===== config.mk =====
export PLATFORM = sky130hd
export DESIGN_NAME = fir_mac_scheduler
export DESIGN_NICKNAME = d
export VERILOG_FILES = /design/src/rtl/fir_mac_scheduler.sv
export SDC_FILE = /design/constraint.sdc
export NUM_CORES = 1
export LEC_CHECK = 0
export CAP_MARGIN = 40
export CORE_ASPECT_RATIO = 1.25
export CORE_MARGIN = 3
export CORE_UTILIZATION = 35
export DETAILED_ROUTE_END_ITERATION = 6
export PLACE_DENSITY = 0.9
export SETUP_SLACK_MARGIN = 0.02
export SLEW_MARGIN = 20
export SYNTH_ARGS = -nofsm -noshare
export SYNTH_HDL_FRONTEND = slang
export SYNTH_SLANG_ARGS = --single-unit

===== constraint.sdc =====
create_clock -name clk -period 2.5 [get_ports clk]
set_input_delay 0.25 -clock clk [delete_from_list [all_inputs] [get_ports clk]]
set_output_delay 0.25 -clock clk [all_outputs]
set_load 0.005 [all_outputs]

===== src/rtl/fir_mac_scheduler.sv =====
`default_nettype none
// ============================================================================
// Module      : fir_mac_scheduler
// Description : Round-robin scheduler sharing one serial symmetric-FIR MAC
//               datapath between CHANNELS sample sources, with rounding and
//               optional saturation (macro FIR_SCHED_SAT_EN) of the result.
// Revision    : 1.0 - initial release
// ============================================================================
module fir_mac_scheduler #(
    parameter int CHANNELS    = 4,
    parameter int FIR_TAP     = 30,
    parameter int IDATA_WIDTH = 16,
    parameter int ACC_WIDTH   = 32,
    parameter int OUT_WIDTH   = 16,
    parameter int SHIFT       = 16,
    parameter int MAC_LAT     = 1,
    localparam int c_half     = FIR_TAP / 2,
    localparam int c_cw       = (CHANNELS > 1) ? $clog2(CHANNELS) : 1,
    localparam int c_tw       = (c_half > 1) ? $clog2(c_half) : 1
) (
    input  logic                            clk,
    input  logic                            rst,
    input  logic [CHANNELS-1:0]             req_valid,
    input  logic [CHANNELS*IDATA_WIDTH-1:0] req_data,
    output logic [CHANNELS-1:0]             req_ready,
    output logic                            dp_wr_en,
    output logic [IDATA_WIDTH-1:0]          dp_wr_data,
    output logic [c_cw-1:0]                 dp_chan,
    output logic [c_tw-1:0]                 dp_tap,
    output logic                            dp_mac_en,
    output logic                            dp_mac_clr,
    input  logic [ACC_WIDTH-1:0]            dp_acc,
    output logic                            out_valid,
    input  logic                            out_ready,
    output logic [c_cw-1:0]                 out_chan,
    output logic [OUT_WIDTH-1:0]            out_data,
    output logic                            busy
);

    localparam int c_dw = (MAC_LAT > 1) ? $clog2(MAC_LAT) : 1;

    localparam logic [1:0] S_IDLE  = 2'd0;
    localparam logic [1:0] S_MAC   = 2'd1;
    localparam logic [1:0] S_DRAIN = 2'd2;
    localparam logic [1:0] S_OUT   = 2'd3;

    localparam logic [c_tw-1:0]    c_tap_last   = c_tw'(c_half - 1);
    localparam logic [c_dw-1:0]    c_drain_last = c_dw'(MAC_LAT - 1);
    localparam logic [ACC_WIDTH:0] c_round      = {{ACC_WIDTH{1'b0}}, 1'b1} << (SHIFT - 1);

    logic [1:0]           r_state;
    logic [c_cw-1:0]      r_rr_ptr;
    logic [c_cw-1:0]      r_chan;
    logic [c_tw-1:0]      r_tap;
    logic [c_dw-1:0]      r_drain;
    logic [OUT_WIDTH-1:0] r_out_data;
    logic [c_cw-1:0]      r_out_chan;

    logic [c_cw-1:0]      w_grant;
    logic [c_cw-1:0]      w_idx;
    logic                 w_grant_vld;
    logic [CHANNELS-1:0]  w_req_ready;

    logic signed [ACC_WIDTH:0] w_sum;
    logic signed [ACC_WIDTH:0] w_shifted;
    logic [OUT_WIDTH-1:0]      w_result;

    // Walk the search order from farthest to nearest so the nearest valid wins.
    always_comb begin
        w_grant     = '0;
        w_idx       = '0;
        w_grant_vld = 1'b0;
        for (int i = CHANNELS; i >= 1; i--) begin
            w_idx = c_cw'((int'(r_rr_ptr) + i) % CHANNELS);
            if (req_valid[w_idx]) begin
                w_grant     = w_idx;
                w_grant_vld = 1'b1;
            end
        end
        if (rst || (r_state != S_IDLE)) begin
            w_grant     = '0;
            w_grant_vld = 1'b0;
        end
    end

    always_comb begin
        w_req_ready = '0;
        if (w_grant_vld) begin
            w_req_ready[w_grant] = 1'b1;
        end
    end

    assign w_sum     = $signed({dp_acc[ACC_WIDTH-1], dp_acc}) + $signed(c_round);
    assign w_shifted = w_sum >>> SHIFT;

`ifdef FIR_SCHED_SAT_EN
    localparam logic signed [ACC_WIDTH:0] c_out_max =
        {{(ACC_WIDTH + 2 - OUT_WIDTH){1'b0}}, {(OUT_WIDTH - 1){1'b1}}};
    localparam logic signed [ACC_WIDTH:0] c_out_min =
        {{(ACC_WIDTH + 2 - OUT_WIDTH){1'b1}}, {(OUT_WIDTH - 1){1'b0}}};

    always_comb begin
        if (w_shifted > c_out_max) begin
            w_result = c_out_max[OUT_WIDTH-1:0];
        end else if (w_shifted < c_out_min) begin
            w_result = c_out_min[OUT_WIDTH-1:0];
        end else begin
            w_result = w_shifted[OUT_WIDTH-1:0];
        end
    end
`else
    // Two's-complement wrap: the upper bits are simply discarded.
    logic w_unused;
    assign w_unused = ^w_shifted[ACC_WIDTH:OUT_WIDTH];
    assign w_result = w_shifted[OUT_WIDTH-1:0];
`endif

    always_ff @(posedge clk) begin
        if (rst) begin
            r_state    <= S_IDLE;
            r_rr_ptr   <= c_cw'(CHANNELS - 1);
            r_chan     <= '0;
            r_tap      <= '0;
            r_drain    <= '0;
            r_out_data <= '0;
            r_out_chan <= '0;
        end else begin
            case (r_state)
                S_IDLE: begin
                    if (w_grant_vld) begin
                        r_chan  <= w_grant;
                        r_tap   <= '0;
                        r_state <= S_MAC;
                    end
                end
                S_MAC: begin
                    if (r_tap == c_tap_last) begin
                        r_tap   <= '0;
                        r_drain <= '0;
                        r_state <= S_DRAIN;
                    end else begin
                        r_tap <= r_tap + 1'b1;
                    end
                end
                S_DRAIN: begin
                    if (r_drain == c_drain_last) begin
                        r_out_data <= w_result;
                        r_out_chan <= r_chan;
                        r_drain    <= '0;
                        r_state    <= S_OUT;
                    end else begin
                        r_drain <= r_drain + 1'b1;
                    end
                end
                S_OUT: begin
                    if (out_ready) begin
                        r_rr_ptr <= r_chan;
                        r_state  <= S_IDLE;
                    end
                end
                default: r_state <= S_IDLE;
            endcase
        end
    end

    assign req_ready  = w_req_ready;
    assign dp_wr_en   = w_grant_vld;
    assign dp_wr_data = w_grant_vld ? req_data[w_grant*IDATA_WIDTH +: IDATA_WIDTH] : '0;
    assign dp_chan    = (r_state == S_IDLE) ? w_grant : r_chan;
    assign dp_tap     = r_tap;
    assign dp_mac_en  = (r_state == S_MAC);
    assign dp_mac_clr = (r_state == S_MAC) && (r_tap == '0);
    assign out_valid  = (r_state == S_OUT);
    assign out_chan   = r_out_chan;
    assign out_data   = r_out_data;
    assign busy       = (r_state != S_IDLE);

endmodule
`default_nettype wire


==> impl_results.md <==
- CTS tree: yes
- Post-synthesis cell count: 242
- Root Buffer: clkbuf_8
- Crit end category: output pin
- Count of final max-slew check failures: 0
- Post-route DRC: 0
- IO Count: 152
- Hold_buf cts: 0
- CP peak stage delay: 0.33 ns
- Starting Density: 36.8%
- Gp weighted congestion: 0.758
- Tmin final: 2.44 ns
- Status: finished clean
- Main flop type after synthesis: dfxtp_1
- Placed insts: between 400 and 500
- Final wirelength: 7.41 mm
- Post-synth EDFFs: 0
- Global-route wire length before repair: 10.7 mm
- Critical-path maximum fanout: 10
- Die Wd: 74.3 um
- Maxcap violations: 0
- Leakage: 1.62 nW
- Relative slew margins: 71.3%
- Mapped cell area: 2040 um2
- Num CTS Buffers: 3
- Seq/Total Area, Yosys: a little over a quarter
- Syn_area_per_cell: 8.44 um2
- Worst-Margin Slew: 0.427 ns
- Fin Setup TNS: 0 ns
- Synth Area in XOR/XNOR: 6.43%
- Synth area leader: dfxtp_1
- Inserted Diodes: 0
- Routed Antenna Nets: 0
- WP data arrival: around 2.2 ns
- Num Clock Sinks: 28
- Post-synth ARST share: 0%
- Synth Area in Adders: 5.51%
- Clk pin slew, worst setup/hold paths: 0.09 ns
- Starting DRT DRC Count: between 70 and 80
- Largest family of logic cells by synthesized area: simple AND/OR/NAND/NOR gates
- DP Wirelength: between 5 and 6 mm
- Non-Filler Instances: between 400 and 500
- Setup Viol. Count Final: 0
- Slowest-stage cell, CP: dfxtp_2
- Crit path kind: register to output pin
- Post-synth cell types: 40
- Startpoint Class: register
- Worst Path Required: roughly 2.3 ns
- Flops & latches, synth: 28
- Row count: 30
- Ys Warns: 0
- Gr usage total: 19.3%
- RSZ-0062 raised after global routing: true
- Mux cell area share after synthesis: 17.6%
- Synth Area in Simple Gates: 19.0%
- Maximum VDD drop: 0.405 mV
- Clock skew: 0.000739 ns
- PwrDens: 638 nW/um2
- Skew-Pair Late Insertion Delay: ~0.27 ns
- Largest net degree at the start of global routing: 33
- Vias per inst: 5.32
- Initial antenna violation count: 0
- Area delta synth->final: 84.0%
- Hold/Removal Path Class: register to register
- Synth area leaders: dfxtp_1 (27%), mux2i_1 (18%), ha_1 (5.5%)
- Syn Nets: 354
- Total number of vias: roughly 2400
- Leading cell types in the layout, fill and taps excluded: clkdlybuf4s50_1 (113), mux2i_1 (36), nor2_1 (30)
- Maximum clock insertion buffer count: 2
- DIE HEIGHT: around 90 um
- GR Overflow Total: 0
- Fmax: ~0.41 GHz
- Die area: 6790 um2
- Cells along the critical path: inv_2, ha_1, buf_4, inv_2, nor2_1, o221ai_2, buf_4, buf_2, o22ai_1, dlygate4sd2_1
- Detailed-route wire length per cell: 16.3 um
- Core ar.: 5560 um2
- Final layout net count: 505
- TritonRoute pass-1 iters: 4
- Most common cell after layout, fill and taps aside: clkdlybuf4s50_1
- Synth Area in Compound Gates: 18.0%
- CTS H-tree depth: 1
- Pwr Total: 2.40 mW
- Share of layout cells above drive strength 1: 12.5%
- Final Hold Fails: 0
- IO buf count: 136
- Vias in the first global route: approximately 2400
- Final period utilization: approximately 98%
- Share of the synthesized area in the top cell type: 27.5%
[cell families after synthesis]
kind of cell               after synthesis
buffers and inverters                   28
AOI/OAI and AO/OA                       53
and+or+nand+nor                         73
xor gates and xnor gates                15
adders and majority gates                9
muxes                                   36
DFF                                     28
[cell type report]
class                           instances  area, um2
Multi-Input combinational cell        186       1430
Fill cell                             435       1800
Inverter                               13       48.8
Timing Repair Buffer                  161       1590
Sequential cell                        28        567
Clock buffer                            3       41.3
Tap cell                               64       80.1
[layer usage]
layer  vias up  share of wire, %  global-route usage (%)
li1       1178                 -                       -
met1      1115                38                    20.1
met2       110                50                    36.2
met3        18               9.1                    4.87
met4         0               3.3                    5.93
met5         -                 0                       0
[synth_stat cells, types with 2 or more instances]
| cell | instances |
|---|---|
| nor3_1 | 4 |
| o21ai_0 | 5 |
| nor2_1 | 30 |
| nor2b_1 | 2 |
| a311oi_1 | 3 |
| nand2_1 | 10 |
| inv_1 | 13 |
| a21oi_1 | 5 |
| a211oi_1 | 13 |
| ha_1 | 9 |
| o22ai_1 | 17 |
| nand2b_1 | 3 |
| a211o_1 | 2 |
| buf_4 | 2 |
| nor3_2 | 3 |
| xnor2_1 | 7 |
| dfxtp_1 | 28 |
| nand4_1 | 5 |
| or3_1 | 3 |
| nand3_1 | 4 |
| o31ai_1 | 2 |
| mux2i_1 | 36 |
| buf_2 | 2 |
| o221ai_1 | 2 |
| clkbuf_1 | 10 |
| xor2_1 | 8 |
[report_power, final]
| group | switching [mW] | internal [mW] |
|---|---|---|
| Clock | 0.133 | 0.108 |
| Sequential | 0.0785 | 0.572 |
| Combinational | 0.648 | 0.857 |
[critical path, delay by kind of cell, from the launching register on]
| kind | cells | cell delay, ns |
|---|---|---|
| AO/OA/AOI/OAI | 2 | 0.35 |
| adder cells (fa/ha/maj) | 1 | 0.17 |
| buffers and inverters | 6 | 0.94 |
| flip-flops | 1 | 0.33 |
| AND/OR/NAND/NOR | 1 | 0.13 |
[metrics by stage]
step / instance area (um2) / util [%] / worst slack (ns) / hold WS, ns
floorplan: 2040 / - / 0.638 / 0.430
detailed placement: 3590 / 64.6 / -0.221 / 0.479
global placement: 3590 / 64.6 / -0.142 / 0.472
finish: 3760 / 67.6 / 0.0607 / 0.488
global route: 3760 / 67.6 / -0.0640 / 0.507
CTS: 3680 / 66.3 / -0.00190 / 0.492
[worst paths after layout]
path	slack [ns]	start	cells past startpoint	to
setup / recovery	0.06	r_state[0]	10	dp_wr_data[14]
hold / removal	0.49	out_data[12]	2	out_data[12]
setup reg to reg	0.74	r_state[0]	9	r_state[1]
hold reg to reg	0.49	out_data[12]	2	out_data[12]
[flip-flops by register name (all words and copies together), names as in the netlist]
signal	count
r_rr_ptr	2
out_chan	2
dp_tap	4
r_state	2
out_data	16
r_chan	2
[timing repair]
action | in CTS | in global routing
endpoints found under the hold margin | 0 | 0
pin swaps | 4 | 2
setup buffers | 4 | 6
gates cloned | 0 | 1
endpoints found under the setup margin | 21 | 6
resized for setup | 35 | 6
No activity file was read; power rests on OpenSTA's default activity.
